--- config.mk ---
export PLATFORM = sky130hd
export DESIGN_NAME = fetch_decode_stage
export DESIGN_NICKNAME = d
export VERILOG_FILES = /design/src/rtl/riscv_pkg.sv /design/src/rtl/fetch_decode_stage.sv
export SDC_FILE = /design/constraint.sdc
export NUM_CORES = 1
export LEC_CHECK = 0
export CELL_PAD_IN_SITES_DETAIL_PLACEMENT = 0
export CELL_PAD_IN_SITES_GLOBAL_PLACEMENT = 1
export CORE_ASPECT_RATIO = 0.8
export CORE_UTILIZATION = 34
export CTS_BUF_LIST = sky130_fd_sc_hd__clkbuf_4 sky130_fd_sc_hd__clkbuf_8 sky130_fd_sc_hd__clkbuf_16
export DETAILED_ROUTE_END_ITERATION = 6
export GPL_TIMING_DRIVEN = 0
export PLACE_DENSITY = 0.86
export SYNTH_ARGS = -nofsm -noshare
export SYNTH_HDL_FRONTEND = slang
export SYNTH_SLANG_ARGS = --single-unit
export TNS_END_PERCENT = 100
--- constraint.sdc ---
create_clock -name clk -period 2.9 [get_ports clk]
set_clock_uncertainty 0.15 [all_clocks]
set_input_delay 0.29 -clock clk [delete_from_list [all_inputs] [get_ports clk]]
set_output_delay 0.29 -clock clk [all_outputs]
set_load 0.1 [all_outputs]
--- src/rtl/riscv_pkg.sv ---
// riscv_pkg: shared fetch-stage state type and RV32 encoding constants
package riscv_pkg;

    // fetch FSM: issue a request, wait for its response, hold the fetched word
    typedef enum logic [1:0] {
        S_REQ  = 2'd0,
        S_WAIT = 2'd1,
        S_FULL = 2'd2
    } fetch_state_t;

    // addi x0, x0, 0
    localparam logic [31:0] NOP_INSTR = 32'h0000_0013;

    localparam logic [6:0] OPC_RTYPE  = 7'b0110011;
    localparam logic [6:0] OPC_LOAD   = 7'b0000011;
    localparam logic [6:0] OPC_STORE  = 7'b0100011;
    localparam logic [6:0] OPC_BRANCH = 7'b1100011;
    localparam logic [6:0] OPC_OPIMM  = 7'b0010011;

endpackage

--- src/rtl/fetch_decode_stage.sv ---
// fetch_decode_stage: single-outstanding instruction fetch with a registered output slot and field decode
module fetch_decode_stage
    import riscv_pkg::*;
#(
    parameter int               XLEN     = 64,
    parameter logic [XLEN-1:0]  RESET_PC = '0
) (
    input  logic            clk,
    input  logic            rst_n,
    output logic            imem_req_valid,
    input  logic            imem_req_ready,
    output logic [XLEN-1:0] imem_addr,
    input  logic            imem_rsp_valid,
    input  logic [31:0]     imem_rsp_data,
    input  logic            redirect_valid,
    input  logic [XLEN-1:0] redirect_pc,
    output logic            out_valid,
    input  logic            out_ready,
    output logic [31:0]     out_instr,
    output logic [XLEN-1:0] out_pc,
    output logic [6:0]      opcode,
    output logic [3:0]      funct,
    output logic [4:0]      rd,
    output logic [4:0]      rs1,
    output logic [4:0]      rs2
);

    // instruction addresses are word aligned; the low two bits are forced to zero
    localparam logic [XLEN-1:0] ALIGN_MASK = ~XLEN'(3);

    fetch_state_t    state, state_nxt;
    logic [XLEN-1:0] pc, pc_nxt;
    logic            drop_pending, drop_nxt;
    logic            out_valid_nxt;
    logic [31:0]     out_instr_nxt;
    logic [XLEN-1:0] out_pc_nxt;

    assign imem_req_valid = (state == S_REQ);
    assign imem_addr      = pc;

    assign opcode = out_instr[6:0];
    assign funct  = {out_instr[30], out_instr[14:12]};
    assign rd     = out_instr[11:7];
    assign rs1    = out_instr[19:15];
    assign rs2    = out_instr[24:20];

    // next state for the FSM, PC, drop flag and output slot; redirect overrides normal flow
    always_comb begin
        state_nxt     = state;
        pc_nxt        = pc;
        drop_nxt      = drop_pending;
        out_valid_nxt = out_valid;
        out_instr_nxt = out_instr;
        out_pc_nxt    = out_pc;
        if (redirect_valid) begin
            // a request accepted this cycle, or one in flight whose response has not shown up yet,
            // still owes us a response that must be swallowed before fetching the new target
            drop_nxt      = (state == S_REQ && imem_req_ready) || (state == S_WAIT && !imem_rsp_valid);
            state_nxt     = drop_nxt ? S_WAIT : S_REQ;
            pc_nxt        = redirect_pc & ALIGN_MASK;
            out_valid_nxt = 1'b0;
        end else begin
            case (state)
                S_REQ: begin
                    state_nxt = imem_req_ready ? S_WAIT : S_REQ;
                end
                S_WAIT: begin
                    if (imem_rsp_valid && drop_pending) begin
                        drop_nxt  = 1'b0;
                        state_nxt = S_REQ;
                    end else if (imem_rsp_valid) begin
                        out_instr_nxt = imem_rsp_data;
                        out_pc_nxt    = pc;
                        out_valid_nxt = 1'b1;
                        pc_nxt        = pc + XLEN'(4);
                        state_nxt     = S_FULL;
                    end
                end
                S_FULL: begin
                    if (out_ready) begin
                        out_valid_nxt = 1'b0;
                        state_nxt     = S_REQ;
                    end
                end
                default: begin
                    state_nxt = S_REQ;
                end
            endcase
        end
    end

    // state, PC and output registers; reset abandons any outstanding request
    always_ff @(posedge clk or negedge rst_n) begin
        if (!rst_n) begin
            state        <= S_REQ;
            pc           <= RESET_PC & ALIGN_MASK;
            drop_pending <= 1'b0;
            out_valid    <= 1'b0;
            out_instr    <= NOP_INSTR;
            out_pc       <= RESET_PC;
        end else begin
            state        <= state_nxt;
            pc           <= pc_nxt;
            drop_pending <= drop_nxt;
            out_valid    <= out_valid_nxt;
            out_instr    <= out_instr_nxt;
            out_pc       <= out_pc_nxt;
        end
    end

endmodule

==> reports/qor.csv, run 1 <==
metric,value,unit
Post-synth ARST share,100,%
final net count,1126,
Clock transition at path regs,0.07,ns
Congestion Overflow GR,0,
post-route ant nets,0,
clock root cell,clkbuf_16,
vias in the first global route,6703,
most used routing layer,met2,
Die X,171,µm
Yosys reg bits,160,
worst-path fanout max,10,
Reg2Reg Setup Slack,0.16,ns
Max Freq,364,MHz
first-pass iteration count of the detailed router,6,
# fillers,2044,
met3 GRT Util,5.57,%
cell depth of the worst flop-to-flop path,6,
crit end category,flop,
status,"finished, final reports clean",
Worst EP required,3.06,ns
post-DP HPWL,18.4,mm
largest area contributor in the netlist,dfrtp_1,
Iteration-0 DRC Markers,551,
Syn Inst Count,717,
"delay-heaviest family, CP",simple AND/OR/NAND/NOR gates,
cell row count,49,
final WL,25.0,mm
die area,23600,µm²
core area,22500,µm²
met1 Track Usage GR,29.5,%
Via Count,6870,
synth top area cells,"dfrtp_1, mux2_2, nand2_1",
Antenna Cells,0,
global-route wire length before repair,38.0,mm
RSZ-0062 raised after global routing,false,
MaxCap Viol Count,0,
clk_lat worst skew,0.43,ns
Post-CTS Setup Bufs,0,
Final Hold Viols,0,
Slew HR,30.9,%
clock sink total,160,
share of cells above drive strength 1,18.5,%
syn_area_per_cell,10.9,µm²
CP max stage delay,0.58,ns
met2 Use GR,33.0,%
WP depth,6,
I/O Buffers,282,
largest net degree at the start of global routing,93,
drt wl/cell,18.7,µm
"Cell Area, Synth",7800,µm²
H-Tree Depth,4,
Post-DP Area,11100,µm²
clock buffer count from CTS,17,
worst hold path class,input port to async pin,
Tmin final,2.74,ns
Vert. Die Dim,137,µm
# setup viols final,0,
CTS tree,built,
Max Slew Vio Count,0,
fin crit share,94.7,%
vias per inst,5.12,
kind of critical path,flop to flop,
Layout area overhead,50.4,%
IO Pins,290,
top-count cell post-synth,dfrtp_1,
initial core utilization,34.7,%
WP buf/inv,1,
Startpoint Class,flop,
critical path's slowest cell,or4_1,
area share of the largest cell type after synthesis,50.4,%
# DRC,0,
"Seq/Total Area, Yosys",51.4,%
Synth cell types,49,
initial antenna violation count,0,
"Design Area, Final",11700,µm²
Tot GR Track Use,21.4,%
crit-path cells,nand4bb_1 -> or4_1 -> clkbuf_1 -> nor4_1 -> xor2_1 -> mux2_2,
Final GP Congestion,0.778,
Post-synth EDFFs,0,
Critical Path AT,2.91,ns
Main synth FF type,dfrtp_1,
Synth warnings,0,
synth cell count leaders,"dfrtp_1, mux2_2, nand2_1",
Worst-Margin Slew,1.03,ns
Bufs on Longest Clock Path,2,
[flip-flops by register name, indices dropped and copies added, names as in the netlist]
name          cells
out_instr        32
state             2
imem_addr        62
out_valid         1
drop_pending      1
out_pc           62
[metrics by stage]
stage / util, % / TNS, ns / hold WS, ns / cells / setup slack (ns)
after floorplan: - / 0 / -0.156 / 720 / 0.00552
after global placement: 49.0 / -912.23 / 0.339 / 1308 / -6.22
after detailed placement: 49.2 / -21.50 / 0.142 / 1309 / -0.365
after CTS: 52.1 / 0 / 0.254 / 1342 / 0.0468
after global routing: 52.1 / 0 / 0.262 / 1342 / 0.0148
final: 52.1 / 0 / 0.249 / 1342 / 0.155
[worst reg2reg max path, cell delays in order (launching register included)]
cell	delay, ns
dfrtp_1	0.45
nand4bb_1	0.36
or4_1	0.58
clkbuf_1	0.29
nor4_1	0.43
xor2_1	0.10
mux2_2	0.27
[metal layers]
layer / vias up / wire length [µm]
met4: 0 / 378
met5: - / 0
met2: 283 / 11200
li1: 3179 / -
met1: 3377 / 11500
met3: 31 / 1950
[cells in the final DEF, fill, tap and decap left out, types with 15 or more instances in the layout]
cell type          n
nor4_1            22
dfrtp_1          144
a22oi_1           16
xnor2_1           24
buf_4             30
mux2_2            95
clkdlybuf4s50_1  281
nand3_1           40
nand4_1           20
o21ai_0           33
clkbuf_1          23
nor2_1            15
nor2b_1           23
nor3_1            17
clkbuf_16         17
nand2_1           84
[area by class of cell]
| type | instances | area (µm²) | area share, % |
|---|---|---|---|
| timing repair buffer | 284 | 2870 | 24.4 |
| sequential | 160 | 4020 | 34.3 |
| multi-input combinational | 485 | 3430 | 29.2 |
| clock buffer | 18 | 439 | 3.74 |
| tap | 306 | 383 | 3.26 |
| clock inverter | 14 | 190 | 1.62 |
| inverter | 10 | 37.5 | 0.320 |
| buffer | 65 | 368 | 3.14 |
[worst paths after layout]
kind | from | endpoint
setup / recovery | state[1] | imem_addr[40]
hold / removal | rst_n | out_pc[53]
setup reg to reg | state[1] | imem_addr[40]
hold reg to reg | out_pc[36] | out_pc[36]
max in group asynchronous | rst_n | imem_addr[29]
min in group clk | redirect_pc[9] | imem_addr[9]
[cells by family after synthesis]
| logic type | Yosys count | synth area share (%) |
|---|---|---|
| AO/OA/AOI/OAI | 72 | 5.89 |
| XOR/XNOR | 35 | 3.93 |
| adder cells (fa/ha/maj) | 1 | 0.160 |
| buffers and inverters | 75 | 5.18 |
| flip-flops | 160 | 51.4 |
| multiplexers | 103 | 14.7 |
| other | 1 | 0.0481 |
| AND/OR/NAND/NOR | 270 | 18.7 |
[timing repair]
action,CTS,global route
hold buffers,1,0
endpoints found under the setup margin,61,2
resized for setup,2,2
endpoints found under the hold margin,68,0
Power of run 1 is not shown: default switching activity piles up to over one toggle a cycle in this logic, so the estimate is an artifact.
==> run 2, diff against run 1 <==
Settings changed: CORE_MARGIN set to 3.
==> run 2 against run 1 <==
Net effect: worst hold slack lost 0.012 ns; fmax grew 2.2%; non-clock buffer count is the same; register-to-register slack gained 0.06 ns; first-iteration DRC count grew 24%; critical path depth is the same; setup slack gained 0.059 ns; routed wire length grew 6.5%; count of clock-buffer cells in the layout is the same; utilization grew 1.0 points; die area grew 5.3%; cell count shrank 0.45%; critical path type unchanged; critical endpoint is now out_instr[14].
==> reports/qor.csv, run 2 (synthesis gave the netlist of run 1 again) <==
metric,value,unit,change
status,"finished, final reports clean",,
final net count,1126,,unchanged
die area,24800,µm²,+5.3%
cell row count,48,,-2.0%
post-route ant nets,0,,unchanged
vias per inst,5.17,,+1.0%
Reg2Reg Setup Slack,0.21,ns,+0.06 ns
Bufs on Longest Clock Path,2,,unchanged
H-Tree Depth,4,,unchanged
Startpoint Class,flop,,
crit path capture,out_instr[14],,
"Worst Setup Slack, final",0.214,ns,+0.0588 ns
Multi-input gate area,3430,µm²,+0.18%
Post-CTS Setup Bufs,0,,unchanged
Final Hold Viols,0,,unchanged
crit end category,flop,,
# DRC,0,,unchanged
Final GP Congestion,0.853,,+9.7%
DP Worst Slack,-0.508,ns,-0.144 ns
Vert. Die Dim,141,µm,+2.9%
first-pass iteration count of the detailed router,5,,-1
Clock transition at path regs,0.07,ns,about the same
Die X,175,µm,+2.3%
CTS tree,built,,
core area,22000,µm²,-2.0%
Congestion Overflow GR,0,,unchanged
reg-to-reg critical path endpoint,out_instr[14],,
worst hold path class,input port to async pin,,
cell depth of the worst flop-to-flop path,6,,unchanged
Max Slew Vio Count,0,,unchanged
drt wl/cell,20.0,µm,+7.0%
clock sink total,160,,unchanged
# fillers,1959,,-4.2%
share of cells above drive strength 1,18.6,%,+0.097 points
Layout area overhead,50.1,%,
MaxCap Viol Count,0,,unchanged
Seq. cell area,4020,µm²,unchanged
vias in the first global route,6854,,+2.3%
final WL,26.7,mm,+6.5%
RSZ-0062 raised after global routing,false,,
largest net degree at the start of global routing,102,,+9.7%
CP Launch Point,state[1],,
Tmin final,2.69,ns,-0.0588 ns
clock buffer count from CTS,17,,unchanged
worst-path fanout max,10,,unchanged
initial core utilization,35.4,%,+0.72 points
clock root cell,clkbuf_16,,
Max Freq,372,MHz,+2.2%
Critical Path AT,2.85,ns,-0.06 ns
kind of critical path,flop to flop,,
Tot GR Track Use,21.3,%,-0.093 points
WHS,0.236,ns,-0.0123 ns
I/O Buffers,282,,unchanged
Antenna Cells,0,,unchanged
Iteration-0 DRC Markers,683,,+24%
global-route wire length before repair,41.0,mm,+7.9%
Worst EP required,3.06,ns,about the same
clk_lat worst skew,0.43,ns,about the same
Crit Reg-Reg Startpoint,state[1],,
"commonest cells after routing, fill and taps aside","clkdlybuf4s50_1, dfrtp_1, mux2_2, nand2_1, nand3_1",,
fin crit share,92.6,%,-2.0 points
Via Count,6908,,+0.55%
# setup viols final,0,,unchanged
Worst-Margin Slew,1.04,ns,+0.00333 ns
initial antenna violation count,0,,unchanged
post-DP HPWL,19.6,mm,+6.7%
"most common cell after layout, fill and taps aside",clkdlybuf4s50_1,,
IO Pins,290,,unchanged
Slew HR,30.6,%,-0.22 points
[run 2: worst min path at each step]
stage                          from             to
floorplan                     rst_n   drop_pending
global placement         out_pc[42]     out_pc[42]
detailed placement            rst_n     out_pc[12]
CTS                           rst_n     out_pc[12]
global route        redirect_pc[28]  imem_addr[28]
finish                        rst_n     out_pc[12]
[run 2: metrics by stage]
stage	setup TNS [ns]	utilization (%)	std cells	instance area, µm²
after floorplan	0	-	720	7830
after global placement	-908.21	50.0	1302	11000
after detailed placement	-31.59	50.2	1303	11100
after CTS	0	53.0	1336	11700
after global routing	0	53.1	1336	11700
final	0	53.1	1336	11700
[run 2: final cells by class]
| class | count | area share [%] |
|---|---|---|
| flip-flops and latches | 160 | 34.4 |
| clock inverters | 14 | 1.47 |
| inverters | 10 | 0.320 |
| multi-input cells | 485 | 29.3 |
| plain buffers | 65 | 3.14 |
| clock buffers | 18 | 3.75 |
| repair buffers | 284 | 24.5 |
| well taps | 300 | 3.20 |
[run 2: what timing repair did]
item	4_1_cts	5_1_grt
hold endpoints to repair	59	0
gates resized for setup	2	4
hold buffers	1	0
endpoints found under the setup margin	61	4
[run 2: worst max-delay path, stage by stage (launching register included)]
cell and delay [ns]:
dfrtp_1 0.44, nand4bb_1 0.32, buf_2 0.28, nor2_1 0.23, buf_2 0.42, buf_2 0.36
mux2_2 0.38
[run 2: layer usage]
metal | global-route usage, % | vias up | share of wire, %
li1 | - | 3165 | -
met1 | 30.4 | 3428 | 46
met2 | 33.0 | 290 | 46
met3 | 5.14 | 25 | 7.7
met4 | 4.62 | 0 | 1.0
met5 | 0 | - | 0
Power of run 2 is left out for the same reason.
==> run 3, diff against run 2 <==
--- a/config.mk
+++ b/config.mk
@@ -16,2 +16,3 @@
 export PLACE_DENSITY = 0.86
+export SLEW_MARGIN = 20
 export SYNTH_ARGS = -nofsm -noshare
--- a/constraint.sdc
+++ b/constraint.sdc
@@ -4,2 +4,2 @@
 set_output_delay 0.29 -clock clk [all_outputs]
-set_load 0.1 [all_outputs]
+set_load 0.02 [all_outputs]
==> run 3 against run 2 <==
Net effect: cell count increased by 0.15%; fmax fell by 0.73%; sequential cell count unchanged; critical path depth did not move; first-iteration DRC count shrank 12%; final area shrank 0.23%; worst hold slack got worse by 0.046 ns; via count increased by 0.71%.
==> reports/qor.csv, run 3 (synthesis gave the netlist of run 1 again) <==
metric,value,unit,change
status,"finished, final reports clean",,
share of cells above drive strength 1,17.4,%,-1.3 points
placed cells,1304,,+0.077%
crit-path cells,nand4bb_1 -> buf_2 -> nor2_1 -> clkbuf_2 -> buf_2 -> mux2_2,,
Vert. Die Dim,141,µm,unchanged
H-Tree Depth,4,,unchanged
worst-path fanout max,10,,unchanged
Worst EP required,3.06,ns,about the same
final WL,26.4,mm,-1.0%
"commonest cells after routing, fill and taps aside","clkdlybuf4s50_1, dfrtp_1, mux2_2, nand2_1, nand3_1",,
core area,22000,µm²,unchanged
post-route ant nets,0,,unchanged
RSZ-0062 raised after global routing,false,,
Layout area overhead,49.8,%,
Setup TNS,0,ns,unchanged
# DRC,0,,unchanged
drt wl/cell,19.7,µm,-1.2%
kind of critical path,flop to flop,,
vias in the first global route,6967,,+1.6%
most frequent CP cell,buf_2,,
Final GP Congestion,0.823,,-3.5%
Tot GR Track Use,21.2,%,-0.073 points
WP buf/inv,3,,unchanged
Critical Path AT,2.87,ns,+0.02 ns
"delay-heaviest family, CP",buffers and inverters,,
Clock transition at path regs,0.07,ns,about the same
first-pass iteration count of the detailed router,5,,unchanged
Max Slew Vio Count,0,,unchanged
fin crit share,93.3,%,+0.68 points
CTS tree,built,,
clock buffer count from CTS,17,,unchanged
CP max stage delay,0.45,ns,about the same
PD cells,896,nW/µm²,
initial core utilization,35.4,%,unchanged
final net count,1127,,+0.089%
Final Hold Viols,0,,unchanged
# setup viols final,0,,unchanged
leakage dissipation,4.65,nW,
post-layout util,53.0,%,-0.12 points
Slew HR,42.4,%,+12 points
Startpoint Class,flop,,
Worst-Margin Slew,0.856,ns,-0.181 ns
clk_lat worst skew,0.43,ns,about the same
Bufs on Longest Clock Path,2,,unchanged
Congestion Overflow GR,0,,unchanged
global-route wire length before repair,41.0,mm,about the same
"most common cell after layout, fill and taps aside",clkdlybuf4s50_1,,
Iteration-0 DRC Markers,601,,-12%
Max IR drop VDD,465,µV,
Via Count,6957,,+0.71%
Post-CTS Setup Bufs,0,,unchanged
Post-Layout Cell Count,1338,,+0.15%
die area,24800,µm²,unchanged
initial antenna violation count,0,,unchanged
vias per inst,5.20,,+0.56%
post-DP HPWL,19.9,mm,+1.1%
Max Freq,370,MHz,-0.73%
critical path's slowest cell,dfrtp_1,,
WHS,0.191,ns,-0.0458 ns
crit end category,flop,,
largest net degree at the start of global routing,64,,-37%
IO Pins,290,,unchanged
Tmin final,2.71,ns,+0.0197 ns
worst hold path class,input port to async pin,,
Die X,175,µm,unchanged
clock sink total,160,,unchanged
clock root cell,clkbuf_16,,
I/O Buffers,282,,unchanged
MaxCap Viol Count,0,,unchanged
cell row count,48,,unchanged
## run 3: layer usage
metal	wire length, µm	vias up	GRT usage (%)
met5	0	-	0
met4	406	0	5.37
met3	2170	29	5.51
met2	11900	294	33.0
met1	11900	3452	29.7
li1	-	3182	-
## run 3: through the flow
step                total power [W]  instance area [µm²]  setup slack (ns)
detailed placement          0.00833                11100            -0.412
global placement            0.00823                11000             -5.58
CTS                          0.0106                11700            0.0553
finish                       0.0105                11700             0.194
floorplan                   0.00588                 7810             0.422
global route                 0.0110                11700            0.0231
## run 3: worst reg2reg max path: cells and delay by family (launching register included)
family	cells	cell delay (ns)
buffers and inverters	3	1.06
DFF	1	0.45
and+or+nand+nor	2	0.57
muxes	1	0.38
## run 3: where the power goes
part | internal [W] | switching [W]
Combinational | 0.00253 | 0.00215
Clock | 0.00127 | 0.000949
Sequential | 0.00300 | 0.000574
## run 3: timing repair
| item | in CTS | in global routing |
|---|---|---|
| hold buffers | 1 | 0 |
| setup endpoints to repair | 60 | 4 |
| endpoints found under the hold margin | 157 | 0 |
| gates resized for setup | 1 | 2 |
## run 3: final timing paths
| kind | start | to | slack (ns) | cells past startpoint |
|---|---|---|---|---|
| worst max-delay path | state[1] | out_instr[28] | 0.19 | 6 |
| worst min-delay path | rst_n | out_pc[40] | 0.19 | 2 |
| worst max register to register | state[1] | out_instr[28] | 0.19 | 6 |
| worst min register to register | out_pc[6] | out_pc[6] | 0.36 | 1 |
| max in group asynchronous | rst_n | out_instr[4] | 1.74 | 3 |
| min in group clk | redirect_pc[32] | imem_addr[32] | 0.27 | 3 |
## run 3: cell type report
class	count	area, µm²
sequential	160	4010
inverter	10	37.5
multi-input combinational	485	3430
clock buffer	22	475
fill	1969	10400
tap	300	375
timing repair buffer	285	2890
buffer	65	368
antenna	1	2.50
clock inverter	10	101
Note: power is estimated with default switching activity, not from simulation.
